[src/rtl/bus_arbiter_pkg.sv]
// bus_arbiter_pkg: shared request/state types for the two-CPU coherence bus arbiter.
// Holds the bus request encoding, arbiter FSM states and the reserved-op constant.
package bus_arbiter_pkg;

    typedef enum logic [1:0] {
        REQ_READ_MISS  = 2'b00,
        REQ_WRITE_MISS = 2'b01,
        REQ_INVALIDATE = 2'b10
    } bus_req_t;

    typedef enum logic [1:0] {
        ARB_IDLE,
        ARB_ACTIVE,
        ARB_RELEASE
    } arb_state_t;

    // 2'b11 is not a legal bus_req_t; such requests are never granted.
    localparam logic [1:0] OP_RESERVED = 2'b11;

endpackage

[src/rtl/arb_hold_timer.sv]
// arb_hold_timer: saturating hold counter with synchronous clear for bus ownership.
// Ports: clk_i clock; rst_ni sync active-low reset; clr_i sync clear;
//        min_hold_met_o count reached MIN_HOLD-1; expired_o count equals TIMEOUT_CYCLES-1.
module arb_hold_timer #(
    parameter int CNT_W          = 4,
    parameter int MIN_HOLD       = 2,
    parameter int TIMEOUT_CYCLES = 15
) (
    input  logic clk_i,
    input  logic rst_ni,
    input  logic clr_i,
    output logic min_hold_met_o,
    output logic expired_o
);

    logic [CNT_W-1:0] cnt_q, cnt_d;

    // Saturate at all-ones so a stalled owner can never wrap back below MIN_HOLD.
    always_comb cnt_d = clr_i ? '0 : (cnt_q == '1) ? cnt_q : cnt_q + 1'b1;

    always_ff @(posedge clk_i) begin
        if (!rst_ni) cnt_q <= '0;
        else         cnt_q <= cnt_d;
    end

    assign min_hold_met_o = cnt_q >= CNT_W'(MIN_HOLD - 1);
    assign expired_o      = cnt_q == CNT_W'(TIMEOUT_CYCLES - 1);

endmodule

[src/rtl/bus_arbiter.sv]
// bus_arbiter: round-robin arbiter and transaction sequencer for the two-CPU coherence bus.
// Ports: clk_i/rst_ni clock and sync active-low reset; req/op/addr_{0,1}_i CPU requests;
//        txn_done_i completion from coherence controller; grant_{0,1}_o bus ownership;
//        bus_valid_o/bus_op_o/bus_addr_o/owner_o latched live transaction; timeout_o forced-release pulse.
module bus_arbiter
    import bus_arbiter_pkg::*;
#(
    parameter int TIMEOUT_CYCLES = 15,
    parameter int MIN_HOLD       = 2,
    parameter int CNT_W          = 4
) (
    input  logic        clk_i,
    input  logic        rst_ni,
    input  logic        req_0_i,
    input  logic [1:0]  op_0_i,
    input  logic [10:0] addr_0_i,
    input  logic        req_1_i,
    input  logic [1:0]  op_1_i,
    input  logic [10:0] addr_1_i,
    input  logic        txn_done_i,
    output logic        grant_0_o,
    output logic        grant_1_o,
    output logic        bus_valid_o,
    output logic [1:0]  bus_op_o,
    output logic [10:0] bus_addr_o,
    output logic        owner_o,
    output logic        timeout_o
);

    arb_state_t  state_q, state_d;
    logic        grant_0_q, grant_0_d, grant_1_q, grant_1_d;
    logic        bus_valid_q, bus_valid_d, owner_q, owner_d;
    logic        timeout_q, timeout_d, last_owner_q, last_owner_d;
    logic [1:0]  bus_op_q, bus_op_d;
    logic [10:0] bus_addr_q, bus_addr_d;
    logic        elig_0, elig_1, win_1, min_hold_met, expired, done_ok;

    assign elig_0  = req_0_i && (op_0_i != OP_RESERVED);
    assign elig_1  = req_1_i && (op_1_i != OP_RESERVED);
    // On a tie the CPU that did not own the bus last time wins.
    assign win_1   = elig_1 && (!elig_0 || !last_owner_q);
    assign done_ok = txn_done_i && min_hold_met;

    arb_hold_timer #(
        .CNT_W(CNT_W), .MIN_HOLD(MIN_HOLD), .TIMEOUT_CYCLES(TIMEOUT_CYCLES)
    ) u_timer (
        .clk_i(clk_i), .rst_ni(rst_ni), .clr_i(state_q != ARB_ACTIVE),
        .min_hold_met_o(min_hold_met), .expired_o(expired)
    );

    always_comb begin
        state_d      = state_q;
        grant_0_d    = grant_0_q;
        grant_1_d    = grant_1_q;
        bus_valid_d  = bus_valid_q;
        bus_op_d     = bus_op_q;
        bus_addr_d   = bus_addr_q;
        owner_d      = owner_q;
        last_owner_d = last_owner_q;
        timeout_d    = 1'b0;
        case (state_q)
            ARB_IDLE: if (elig_0 || elig_1) begin
                state_d     = ARB_ACTIVE;
                grant_0_d   = !win_1;
                grant_1_d   = win_1;
                bus_valid_d = 1'b1;
                owner_d     = win_1;
                bus_op_d    = win_1 ? op_1_i : op_0_i;
                bus_addr_d  = win_1 ? addr_1_i : addr_0_i;
            end
            ARB_ACTIVE: if (done_ok || expired) begin
                state_d      = ARB_RELEASE;
                grant_0_d    = 1'b0;
                grant_1_d    = 1'b0;
                bus_valid_d  = 1'b0;
                last_owner_d = owner_q;
                // A completion arriving on the timeout cycle wins: no pulse.
                timeout_d    = !done_ok;
            end
            default: state_d = ARB_IDLE;
        endcase
    end

    always_ff @(posedge clk_i) begin
        if (!rst_ni) begin
            state_q      <= ARB_IDLE;
            grant_0_q    <= 1'b0;
            grant_1_q    <= 1'b0;
            bus_valid_q  <= 1'b0;
            bus_op_q     <= 2'b00;
            bus_addr_q   <= '0;
            owner_q      <= 1'b0;
            timeout_q    <= 1'b0;
            last_owner_q <= 1'b1;
        end else begin
            state_q      <= state_d;
            grant_0_q    <= grant_0_d;
            grant_1_q    <= grant_1_d;
            bus_valid_q  <= bus_valid_d;
            bus_op_q     <= bus_op_d;
            bus_addr_q   <= bus_addr_d;
            owner_q      <= owner_d;
            timeout_q    <= timeout_d;
            last_owner_q <= last_owner_d;
        end
    end

    assign grant_0_o   = grant_0_q;
    assign grant_1_o   = grant_1_q;
    assign bus_valid_o = bus_valid_q;
    assign bus_op_o    = bus_op_q;
    assign bus_addr_o  = bus_addr_q;
    assign owner_o     = owner_q;
    assign timeout_o   = timeout_q;

endmodule

[config.mk]
export PLATFORM = sky130hd
export DESIGN_NAME = bus_arbiter
export DESIGN_NICKNAME = d
export VERILOG_FILES = /design/src/rtl/bus_arbiter_pkg.sv /design/src/rtl/arb_hold_timer.sv /design/src/rtl/bus_arbiter.sv
export SDC_FILE = /design/constraint.sdc
export NUM_CORES = 1
export LEC_CHECK = 0
export ABC_AREA = 1
export CORE_MARGIN = 2
export CORE_UTILIZATION = 45
export CTS_CLUSTER_SIZE = 16
export DETAILED_ROUTE_END_ITERATION = 8
export GPL_TIMING_DRIVEN = 0
export PLACE_DENSITY = 0.82
export SKIP_CTS_REPAIR_TIMING = 1
export SLEW_MARGIN = 40
export SYNTH_ARGS = -nofsm -noshare
export SYNTH_HDL_FRONTEND = slang
export SYNTH_SLANG_ARGS = --single-unit
[constraint.sdc]
create_clock -name clk_i -period 2.4 [get_ports clk_i]
set_input_delay 0.24 -clock clk_i [delete_from_list [all_inputs] [get_ports clk_i]]
set_output_delay 0.24 -clock clk_i [all_outputs]
set_load 0.1 [all_outputs]
==> results of run 1 <==
[cell families after synthesis]
| group | count (synthesis) | synth area share (%) |
|---|---|---|
| buffers and inverters | 28 | 11.33 |
| and+or+nand+nor | 100 | 35.06 |
| AOI/OAI and AO/OA | 24 | 9.962 |
| adders and majority gates | 4 | 3.906 |
| xor gates and xnor gates | 1 | 0.6837 |
| DFF | 25 | 39.06 |
[cell usage after synthesis (all sizes together)]
cell | number | area share, %
a21boi | 1 | 0.59
a21oi | 6 | 2.3
a31oi | 1 | 0.49
buf | 6 | 4.3
dfxtp | 25 | 39
ha | 4 | 3.9
inv | 22 | 7.0
nand2 | 47 | 17
nand3 | 7 | 3.1
nand4 | 1 | 0.49
nor2 | 44 | 14
o21ai | 14 | 5.5
o21bai | 1 | 0.59
o22ai | 1 | 0.49
or2 | 1 | 0.49
xnor2 | 1 | 0.68
[cells in the final DEF (no fill, tap or decap), drive strengths merged]
master	synthesis	layout
dfxtp	25	25
inv	22	22
a21oi	6	6
o21ai	14	14
a31oi	1	1
a21boi	1	1
o21bai	1	1
xnor2	1	1
nand3	7	7
clkdlybuf4s50	0	29
ha	4	4
nand2	47	47
buf	6	24
nand4	1	1
o22ai	1	1
or2	1	1
nor2	44	44
clkbuf	0	4
[per-stage QoR]
| stage | area, sq um | power (mW) | hold slack, ns | util [%] |
|---|---|---|---|---|
| after detailed placement | 1700 | 1.106 | 0.4651 | 62.20 |
| final | 1727 | 1.277 | 0.2409 | 63.16 |
| after CTS | 1727 | 1.290 | 0.2329 | 63.16 |
| after floorplan | 1281 | 0.9810 | 0.4292 | - |
| after global placement | 1790 | 1.142 | 0.4425 | 65.49 |
| after global routing | 1727 | 1.353 | 0.2323 | 63.16 |
[power breakdown]
part | internal [mW] | switching [mW]
logic | 0.151 | 0.451
registers | 0.464 | 0.0274
clock network | 0.0648 | 0.118
[worst min path at each step]
stage                     cells after the start  slack, ns                    endpoint
after CTS                                     3       0.23  bus_addr_o[0]$_SDFFE_PN0P_
after floorplan                               3       0.43        timeout_o$_SDFF_PN0_
after global routing                          3       0.23    bus_op_o[1]$_SDFFE_PN0P_
after global placement                        2       0.44      grant_0_o$_SDFFE_PN0P_
final                                         3       0.24  bus_addr_o[0]$_SDFFE_PN0P_
after detailed placement                      2       0.47      grant_0_o$_SDFFE_PN0P_
[sequential cells by signal, indices dropped and copies added (netlist names)]
name,count
bus_addr_o,11
bus_op_o,2
bus_valid_o,1
grant_0_o,1
grant_1_o,1
last_owner_q,1
owner_o,1
state_q,2
timeout_o,1
u_timer.cnt_q,4
[routing by layer]
metal	part of all wire (%)	vias up	GRT usage [%]
met4	1.0	0	7.973
met1	47	509	24.33
met2	47	31	28.73
met3	4.9	2	2.494
met5	0	-	0
li1	-	662	-
[final cells by class]
class | count | area [sq um]
Fill cell | 262 | 1007
Multi-Input combinational cell | 129 | 635.6
Sequential cell | 25 | 500.5
Timing Repair Buffer | 47 | 380.4
Inverter | 22 | 90.09
Buffer | 6 | 55.05
Tap cell | 31 | 38.79
Clock buffer | 4 | 26.28
==> impl_metrics.yaml, run 1 <==
grt:
  grt_pass1_wl_mm: 4.733
  antenna_found_initial: 0
  gr-total-overflow: 0
  first_global_vias: 1107
  grt_usage_pct: 18.06
  grt_max_degree: 14
clock_network:
  cts_tree: "done"
  htree_levels: 1
  path_clk_slew_ns: 0.13
  ctsRootBufferMaster: "clkbuf_4"
  cts_inserted_buffers: 3
  clkLatencyLatePin_ns: 0.31
  cts.sinks: 25
  clockBufferDepth: 2
final_layout:
  fin_cells: 264
  area_growth_pct: 34.77
  drive_above_1_share_pct: 19.31
  fin_nets: 269
  insertedDiodeCount: 0
yosys:
  synthCells: 182
  synthesis.area_sq_um: 1281
  ys_ff_latch: 25
  ys_seq_area_share_pct: 39.06
  postSynthAreaPerCell_sq_um: 7.040
  ys_types: 26
  yosysWarnings: 0
  synth_nets: 217
status:
  status: "completed"
min_path:
  hold_class: "input port to register"
  worstHoldStart: "rst_ni"
critical_path:
  cp-endpoint: "owner_o"
  cpPeakStageDelay_ns: 0.44
  crit_start: "owner_o$_SDFFE_PN0P_"
  crit_chain: "buf_2"
  reg2reg_depth: 10
  path_buf_inv: 1
  worstPathRequired_ns: 2.16
  cp_top_family: "buffers and inverters"
  critPathArrivalTime_ns: 1.12
  cp.depth: 1
  slowest_stage: "buf_2"
  crit_type: "register to primary output"
  regToRegEndpoint: "bus_valid_o$_SDFFE_PN0P_"
  cp-end-kind: "primary output"
  timing.reg2reg.setup_slack_ns: 1.07
  start_kind: "register"
  critPathMaxFanout: 3
  rr_startpoint: "u_timer.cnt_q[0]$_SDFFE_PP0P_"
sta:
  finClkSkew_ns: 0.003472
  finalSetupViolCount: 0
  slew_violations: 0
  min_period_over_period_pct: 56.86
  hold_viol: 0
  worstMarginPinSlew_ns: 0.4929
  max_freq_ghz: 0.7328
  final.min_clock_period_ns: 1.365
  fin_ws_ns: 1.035
  rsz0062_at_grt: "no"
  setup_tns_ns: 0
  slew-limit-headroom_pct: 67.37
job:
  drv_cap: 0
floorplanning:
  rows: 19
  dieArea_sq_um: 3290
  die_w_um: 57.36
  start_util_pct: 46.86
  io_pins: 49
  die_h_um: 57.36
  coreArea_sq_um: 2734
place:
  dpl_worst_slack_ns: 0.8329
  dpl.hpwl_mm: 2.021
  io_buffers: 47
  gp_congestion: 0.8245
  place_inst: 260
pwr:
  ir_drop_uv: 460.5
  p_per_area_nw_per_um2: 739.3
  leakagePower_nw: 0.8558
routing:
  detail_route.iter0.violations: 22
  drtPass1Iterations: 4
  via_per_inst: 4.561
  detail-route-antenna-nets: 0
  routedWlPerCell_um: 9.890
  vias: 1204
  wl_mm: 2.611
  drcViolationCount: 0
No activity file was read; power rests on OpenSTA's default activity.
==> run 2, diff against run 1 <==
Settings changed: CORE_UTILIZATION 45 to 43, PLACE_DENSITY 0.82 to 0.79.
Clock period 2.4 ns to 1.4 ns, I/O delays scaled along.
==> run 2 against run 1 <==
  * The run now ends with DRC left
  * Non-clock buffer count unchanged
  * Clock power grew 71%
  * Design area up 0.29%
  * Hold slack worse by 0.10 ns
  * Sequential power increased by 71%
  * Utilization shrank 1.4 points
  * Clock skew is 0.0024 ns lower
  * Critical path type unchanged
  * Largest cell class unchanged
  * Largest power group unchanged
  * Highest routed layer unchanged
==> impl_metrics.yaml, run 2 (synthesized netlist as in run 1, its figures left out) <==
status:
  status: "finished with violations"
  violations: "DRC"
place:
  dpl.hpwl_mm: 2.075
  io_buffers: 47
  dpl_worst_slack_ns: -0.08370
  gp_congestion: 0.7861
  place_inst: 260
floorplanning:
  start_util_pct: 45.67
  coreArea_sq_um: 2805
  io_pins: 49
  rows: 19
  die_h_um: 58.59
  die_w_um: 58.59
  dieArea_sq_um: 3432
routing:
  detail-route-antenna-nets: 0
  wl_met1_mm: 1.291
  wl_mm: 2.729
  routed-wl-met3_um: 147
  top_layer: "met4"
  drcViolationCount: 2
  wl_met2_mm: 1.263
  vias: 1194
  via_per_inst: 4.523
  routedWlPerCell_um: 10.34
  drtPass1Iterations: 6
  detail_route.iter0.violations: 36
critical_path:
  start_kind: "register"
  crit_chain: "buf_2"
  cpPeakStageDelay_ns: 0.44
  crit_type: "register to primary output"
  critPathArrivalTime_ns: 1.13
  cp_top_family: "buffers and inverters"
  timing.reg2reg.setup_slack_ns: 0.13
  critPathMaxFanout: 3
  worstPathRequired_ns: 1.26
  regToRegEndpoint: "bus_valid_o$_SDFFE_PN0P_"
  path_buf_inv: 1
  rr_startpoint: "u_timer.cnt_q[0]$_SDFFE_PP0P_"
  cp-end-kind: "primary output"
  reg2reg_depth: 10
  slowest_stage: "buf_2"
final_layout:
  insertedDiodeCount: 0
  final_cell_mix: "nor2_1 (41), nand2_1 (38), clkdlybuf4s50_1 (29)"
  regArea_sq_um: 505.5
  fin_cells: 264
  largest_reg_flops: 11
  fill_cells: 267
  area_growth_pct: 35.16
  final_common_cell: "nor2_1"
  multiInputGateArea_sq_um: 635.6
  drive_above_1_share_pct: 20.17
  fin_nets: 269
pwr:
  ir_drop_uv: 866.4
  finalPower_mw: 2.192
  p_per_area_nw_per_um2: 1266
  leakagePower_nw: 0.8570
grt:
  grt_usage_pct: 17.53
  grt_max_degree: 14
  antenna_found_initial: 0
  gr-total-overflow: 0
  first_global_vias: 1123
  grt_pass1_wl_mm: 4.719
clock_network:
  clockBufferDepth: 2
  htree_levels: 1
  path_clk_slew_ns: 0.13
  ctsRootBufferMaster: "clkbuf_4"
  cts_inserted_buffers: 3
  cts.sinks: 25
  cts_tree: "done"
  clkLatencyLatePin_ns: 0.31
min_path:
  worstHoldStart: "rst_ni"
  hold_class: "input port to register"
  hold-path-cell-count: 3
  holdPathEnd: "bus_addr_o[10]$_SDFFE_PN0P_"
sta:
  finalSetupViolCount: 0
  fin_hold_ws_ns: 0.1398
  final.min_clock_period_ns: 1.271
  rsz0062_at_grt: "no"
  finClkSkew_ns: 0.001079
  min_period_over_period_pct: 90.75
  slew-limit-headroom_pct: 67.32
  max_freq_ghz: 0.7871
  fin_ws_ns: 0.1295
  slew_violations: 0
  hold_viol: 0
  worstMarginPinSlew_ns: 0.4936
job:
  drv_cap: 0
[run 2: cell types whose count changed in the layout (fill, tap and decap cells not counted)]
cell,previous run,this run
dfxtp_1,25,23
dfxtp_2,0,1
dfxtp_4,0,1
[run 2: worst min-delay path: cells and delay by family]
kind,cells,cell delay (ns)
buf+inv,1,0.15
simple gates,1,0.05
compound gates,1,0.08
[run 2: final cells by class]
class,instances,share of cell area [%]
Tap cell,31,2.240
Multi-Input combinational cell,129,36.71
Sequential cell,25,29.19
Clock buffer,4,1.517
Inverter,22,5.202
Timing Repair Buffer,47,21.97
Buffer,6,3.179
[run 2: worst max-delay path by stage]
stage | start | endpoint | slack [ns] | cells after the start
finish | owner_o$_SDFFE_PN0P_ | owner_o | 0.13 | 1
global route | u_timer.cnt_q[0]$_SDFFE_PP0P_ | bus_valid_o$_SDFFE_PN0P_ | 0.003 | 10
CTS | u_timer.cnt_q[0]$_SDFFE_PP0P_ | bus_valid_o$_SDFFE_PN0P_ | 0.04 | 10
detailed placement | op_0_i[1] | bus_addr_o[6]$_SDFFE_PN0P_ | -0.08 | 10
global placement | owner_o$_SDFFE_PN0P_ | owner_o | -0.23 | 1
floorplan | grant_1_o$_SDFFE_PN0P_ | grant_1_o$_SDFFE_PN0P_ | 0.009 | 3
[run 2: power breakdown]
group	internal, mW	switching (mW)	leakage (nW)	total, mW
sequential	0.796	0.0469	0.207	0.843
clock	0.111	0.202	0.0150	0.313
combinational	0.259	0.776	0.635	1.04
[run 2: per-stage QoR]
step	util (%)	TNS, ns	instance area, sq um
6_report	61.73	0	1732
2_1_floorplan	-	0	1281
3_3_place_gp	63.83	-4.069	1790
3_5_place_dp	60.62	-0.7819	1700
4_1_cts	61.55	0	1727
5_1_grt	61.73	0	1732
[run 2: routing by layer]
layer	track usage (%)	up-vias
met2	29.37	29
met3	4.176	2
met1	22.60	497
li1	-	666
met5	0	-
met4	4.870	0
==> run 3, diff against run 2 <==
Settings changed: HOLD_SLACK_MARGIN set to 0.05.
==> results of run 3 <==
Final layout, timing and power as in run 2 (identical DEF).
